==> config.mk <==
export PLATFORM = sky130hd
export DESIGN_NAME = ifu_bus_bridge
export DESIGN_NICKNAME = d
export VERILOG_FILES = /design/src/rtl/ifu_bus_bridge.sv
export SDC_FILE = /design/constraint.sdc
export NUM_CORES = 1
export LEC_CHECK = 0
export CAP_MARGIN = 15
export CORE_MARGIN = 1
export CORE_UTILIZATION = 43
export DETAILED_ROUTE_END_ITERATION = 16
export PLACE_DENSITY = 0.82
export SLEW_MARGIN = 0
export SYNTH_ARGS = -nofsm -noshare
export SYNTH_HDL_FRONTEND = slang
export SYNTH_SLANG_ARGS = --single-unit
==> constraint.sdc <==
create_clock -name clock -period 2.5 [get_ports clock]
set_clock_uncertainty 0.1 [all_clocks]
set_input_delay 0.5 -clock clock [delete_from_list [all_inputs] [get_ports clock]]
set_output_delay 0.5 -clock clock [all_outputs]
set_load 0.005 [all_outputs]
==> src/rtl/ifu_bus_bridge.sv <==
// Fetch-side bus bridge: turns each fetch request pulse into one AR/R read and
// returns exactly one response pulse with the instruction (or NOP on error).
module ifu_bus_bridge #(
    parameter int unsigned          ADDR_W   = 32,
    parameter int unsigned          DATA_W   = 32,
    parameter logic [DATA_W-1:0]    NOP_INST = DATA_W'(32'h00000013),
    parameter int unsigned          CNT_W    = 32
) (
    input  logic              clock,
    input  logic              reset,
    input  logic              reqValid,
    input  logic [ADDR_W-1:0] pc,
    output logic              respValid,
    output logic [DATA_W-1:0] inst,
    output logic              resp_err,
    output logic              arvalid,
    input  logic              arready,
    output logic [ADDR_W-1:0] araddr,
    input  logic              rvalid,
    output logic              rready,
    input  logic [DATA_W-1:0] rdata,
    input  logic [1:0]        rresp,
    output logic [CNT_W-1:0]  stall_cnt
);

    typedef enum logic [1:0] {
        IDLE = 2'd0,
        ADDR = 2'd1,
        DATA = 2'd2,
        RESP = 2'd3
    } state_t;

    state_t state;

    // Handshake outputs are registered together with the state so no input
    // reaches an output combinationally.
    always_ff @(posedge clock) begin
        if (reset) begin
            state     <= IDLE;
            respValid <= 1'b0;
            resp_err  <= 1'b0;
            inst      <= NOP_INST;
            arvalid   <= 1'b0;
            rready    <= 1'b0;
            araddr    <= '0;
            stall_cnt <= '0;
        end else begin
            respValid <= 1'b0;

            if ((state == ADDR || state == DATA) && stall_cnt != '1) begin
                stall_cnt <= stall_cnt + CNT_W'(1);
            end

            case (state)
                IDLE: begin
                    if (reqValid) begin
                        if (pc[1:0] == 2'b00) begin
                            araddr  <= pc;
                            arvalid <= 1'b1;
                            state   <= ADDR;
                        end else begin
                            inst      <= NOP_INST;
                            resp_err  <= 1'b1;
                            respValid <= 1'b1;
                            state     <= RESP;
                        end
                    end
                end
                ADDR: begin
                    if (arready) begin
                        arvalid <= 1'b0;
                        rready  <= 1'b1;
                        state   <= DATA;
                    end
                end
                DATA: begin
                    if (rvalid) begin
                        rready    <= 1'b0;
                        inst      <= (rresp == 2'b00) ? rdata : NOP_INST;
                        resp_err  <= (rresp != 2'b00);
                        respValid <= 1'b1;
                        state     <= RESP;
                    end
                end
                RESP: begin
                    state <= IDLE;
                end
                default: begin
                    state <= IDLE;
                end
            endcase
        end
    end

endmodule

== After elaboration in Yosys (flattened, before gate mapping) ==
Cells that the tools add are included.
Word-level totals
  flip-flop bits (word level): 102
  bits in latches: 0
  memory bits (writable): 0
  ROM bits: 0
  bits of input ports: 71
  output and inout port bits: 100
  memories kept: 0
Operators by class
  add/subtract/negate cells: 1
  multiply operators: 0
  divide/modulo/power cells: 0
  order comparisons: 0
  equality and inequality tests: 9
  shift-type cells: 0
  mux-type cells: 25
  bitwise gates (word level): 0
  reduce and logical (&&, ||, !) cells: 14
Operators with widths (count)
  32-bit 2-to-1 mux: 4
  32-bit one-hot mux with 2 select lines: 1
  32-bit by 1-bit adder with 32-bit output, second input constant: 1
  32-bit != test, second input constant: 1
  1-bit 2-to-1 mux: 11
  2-bit != test, second input constant: 5
  3-bit AND reduction: 3
  2-bit 2-to-1 mux: 4
  1-bit one-hot mux with 2 select lines: 4
  2-bit one-hot mux with 4 select lines: 1
  4-bit AND reduction: 2
  2-bit nonzero test: 4
  2-bit logical NOT: 3
  2-bit == test, second input constant: 2
  2-bit by 1-bit == test with 1-bit output, second input constant: 1
  1-bit logical AND: 1
  1-bit logical OR: 1

== Logic depth before layout (Yosys ltp) ==
  depth after elaboration: 4
  depth in mapped cells: 9
  depth with buffers taken out: 7

== Worst setup path before layout ==
Ideal clock, no wire load.
  path type: register to register
  from: register state[0]
  to: register stall_cnt[13]
  arrival: 1.970 ns
  data required time: 2.330 ns
  setup slack: 0.360 ns
  stages on the path, launching flop included: 9
  period minus slack after synthesis: 2.140 ns
  cell sequence: dfxtp_1 -> inv_1 -> ha_1 -> buf_2 -> nand4_2 -> or2_0 -> clkbuf_1 -> or4_1 -> a21oi_1
On the way
  word-level cells in the longest chain between the ends: 3
RTL lines
  from (decl): line 33  | state_t state;
  from (signal assigned): line 39  | state <= IDLE;
  from (signal assigned): line 60  | state <= ADDR;
  from (signal assigned): line 65  | state <= RESP;
  2-bit by 1-bit == test with 1-bit output or 2-bit == test (tied branches): line 50  | if ((state == ADDR || state == DATA) && stall_cnt != '1) begin
  1-bit logical OR (*): line 50
  1-bit logical AND (*): line 50
  to (signal assigned): line 51  | stall_cnt <= stall_cnt + CNT_W'(1);
  to (decl): line 23  | output logic [CNT_W-1:0] stall_cnt
Every way passes the cells marked *; elsewhere a longest branch is shown, timed or not.
A chain may end at the register's enable or synchronous reset.

== Worst setup path in the final report ==
  from: register state[1]
  to: register stall_cnt[31]
The elaborated chain is that of the path after synthesis.

==> run_results.csv <==
group,metric,value,unit
die,pin_count,171,
synthesis,postSynthCellCount,492,
clock_tree,path_clk_slew,110,ps
clock_tree,cts_max_path_buffers,2,
power,seqPwrFrac,46.7,%
routing,dr.pass1.iters,5,
timing,slew_headroom,55.6,%
power,p_per_area,615,nW/um^2
clock_tree,clock-sinks,102,
power,switching_share,31.9,%
clock_tree,htree_levels,3,
timing,hold_viol,0,
hold_path,hp-class,"register to register",
die,die_h,101,um
synthesis,async_flop_share,0,%
clock_tree,post_cts_buffers,0,
setup_path,arrival,2480,ps
power,ir_drop,0.000474,V
power,clkPwrFrac,26.1,%
routing,drtIter0Drc,198,
place,pre_cts_slack,171,ps
die,coreArea,9330,sq um
run,cap_violations,0,
timing,setup_tns,0,ps
timing,fmax,0.433,GHz
synthesis,netlist.area_leader.share,48.7,%
synthesis,yosysWarnings,0,
finish,fin_nets,732,
clock_tree,insertion_delay,350,ps
global_routing,grt_pass1_wl,19100,um
clock_tree,cts_root_buf,"clkbuf_8",
timing,setup_viol,0,
synthesis,netlist_area,4190,sq um
routing,num_vias,4222,
timing,drv_slew,0,
routing,viasPerCell,5.34,
timing,timing_worst_slew_pin_value,665,ps
routing,drt_wl_total,11900,um
clock_tree,cts_hold_buf,0,
setup_path,critPathRequiredTime,2670,ps
setup_path,worstSetupPathType,"register to register",
power,internal-power,2.62,mW
power,p_leak,2.12,nW
global_routing,grt_pass1_vias,4089,
synthesis,synth_fp_nets,567,
global_routing,overflow,0,
finish,insertedDiodeCount,0,
routing,routedWlPerCell,15.0,um
die,initial_utilization,45.0,%
synthesis,synth.most_common_cell,"dfxtp_1",
synthesis,yosysUniqueCellTypes,45,
finish,layout-drive-gt1-share,6.80,%
power,p_comb_share,27.2,%
synthesis,ys_seq_area_share,48.7,%
timing,setup_ws,190,ps
die,die_area,10200,sq um
synthesis,synth_top_area_cell,"dfxtp_1",
synthesis,synth_edf_count,0,
global_routing,grt_max_degree,39,
timing,rsz0062_at_grt,"false",
power,total_power,3.85,mW
place,port_buffers,170,
routing,ant_nets,0,
clock_tree,numCtsBuffers,9,
setup_path,critPathLaunchType,"register",
place,dp_hpwl,8760,um
global_routing,track_usage,23.4,%
setup_path,crit_fanout,8,
routing,drc,0,
power,p_sw,1.23,mW
die,die_x,101,um
finish,n_fill_cell,789,
synthesis,synth.area.top_cells,"dfxtp_1, nand2_1, a21oi_1",
global_routing,antenna_found_initial,0,
synthesis,synth_common_cells,"dfxtp_1, nand2_1, a21oi_1, nor2_1, a22oi_1",
finish,area_delta_synth_final,49.2,%
clock_tree,cts_resized,0,
setup_path,critical_path.endpoint_type,"register",
clock_tree,cts_tree,"built",
die,std_cell_rows,35,
timing,fin_crit,2310,ps
place,gp_congestion,0.862,
timing,period_share,92.4,%
synthesis,ys_ff_latch,102,
synthesis,synth.avg_cell_area,8.52,sq um
synthesis,ys.flop_type,"dfxtp_1",
outcome,outcome,"finished clean",
-- logic make-up after synthesis --
group / after synthesis / synth area share [%]
AO/OA/AOI/OAI: 128 / 18.9
adder cells (fa/ha/maj): 4 / 1.19
AND/OR/NAND/NOR: 213 / 25.7
flip-flops: 102 / 48.7
multiplexers: 1 / 0.239
XOR/XNOR: 7 / 1.46
buffers and inverters: 37 / 3.85
-- path summary, 6_finish.rpt --
check,startpoint,to,slack [ps],cells after the start
hold reg to reg,araddr[16]$_SDFFE_PP0P_,araddr[16]$_SDFFE_PP0P_,360,2
setup / recovery,state[1]$_SDFFE_PP0P_,stall_cnt[31]$_SDFFE_PP0P_,190,7
hold / removal,araddr[16]$_SDFFE_PP0P_,araddr[16]$_SDFFE_PP0P_,360,2
setup reg to reg,state[1]$_SDFFE_PP0P_,stall_cnt[31]$_SDFFE_PP0P_,190,7
-- registers in the layout, indices dropped and copies added (netlist names) --
register and cells:
araddr 32, inst 32, state 2, stall_cnt 32, rready 1, respValid 1, resp_err 1, arvalid 1
-- per-stage QoR --
stage	area [sq um]	hold slack [ps]	cells	utilization, %
2_1_floorplan	4190	353	492	-
3_3_place_gp	6060	342	775	65.0
3_5_place_dp	6060	347	775	65.0
4_1_cts	6260	361	791	67.1
5_1_grt	6260	379	791	67.1
6_report	6260	358	791	67.1
-- metal layers --
layer | wire length (um) | up-vias | global-route usage, % | share of wire [%]
met2 | 5920 | 145 | 40.0 | 50
met1 | 4890 | 1991 | 28.1 | 41
met4 | 139 | 0 | 6.13 | 1.2
met5 | 0 | - | 0 | 0
met3 | 932 | 12 | 7.77 | 7.8
li1 | - | 2074 | - | -
-- critical path, cell delays in order (launching register included) --
cell and delay, ps:
dfxtp_1 370, inv_1 70, ha_1 430, nand4_2 220, nor4_4 310, o2111ai_2 230
or3_1 350, a21oi_1 160
-- power by group through the flow --
stage	Clock, mW	Sequential (mW)	Combinational (mW)
CTS	1.03	1.80	1.06
floorplan	0	1.83	0.557
finish	1.00	1.80	1.05
global route	1.10	1.81	1.15
global placement	0	1.83	1.02
detailed placement	0	1.83	1.05
-- cells in the final DEF (no fill, tap or decap), drive strengths merged, types with 2 or more instances in the layout --
cell type | netlist | layout
clkdlybuf4s50 | 0 | 169
dfxtp | 102 | 102
nand2 | 78 | 78
a21oi | 57 | 57
nor2 | 53 | 53
a22oi | 29 | 29
o21ai | 17 | 17
buf | 8 | 15
or3 | 14 | 14
nand3 | 12 | 12
nand4 | 11 | 11
clkbuf | 22 | 10
o31ai | 9 | 9
or4 | 9 | 9
inv | 7 | 9
nor3 | 8 | 8
nor4 | 7 | 7
and3 | 4 | 4
xor2 | 4 | 4
nand2b | 4 | 4
ha | 4 | 4
nor2b | 3 | 3
and2 | 3 | 3
o211ai | 3 | 3
xnor2 | 3 | 3
o22ai | 3 | 3
clkinvlp | 0 | 3
a211oi | 3 | 3
o2111ai | 3 | 3
or2 | 3 | 3
nor3b | 2 | 2
-- final cells by class --
type                       instances  area (sq um)  share of cell area [%]
sequential                       102          2040                    32.6
multi-input combinational        353          2000                    31.9
timing repair buffer             184          1840                    29.4
tap                              129           161                    2.58
clock buffer                      10           138                    2.20
clock inverter                     6          53.8                   0.860
inverter                           7          26.3                   0.420
Power figures use the tool's default switching activity.
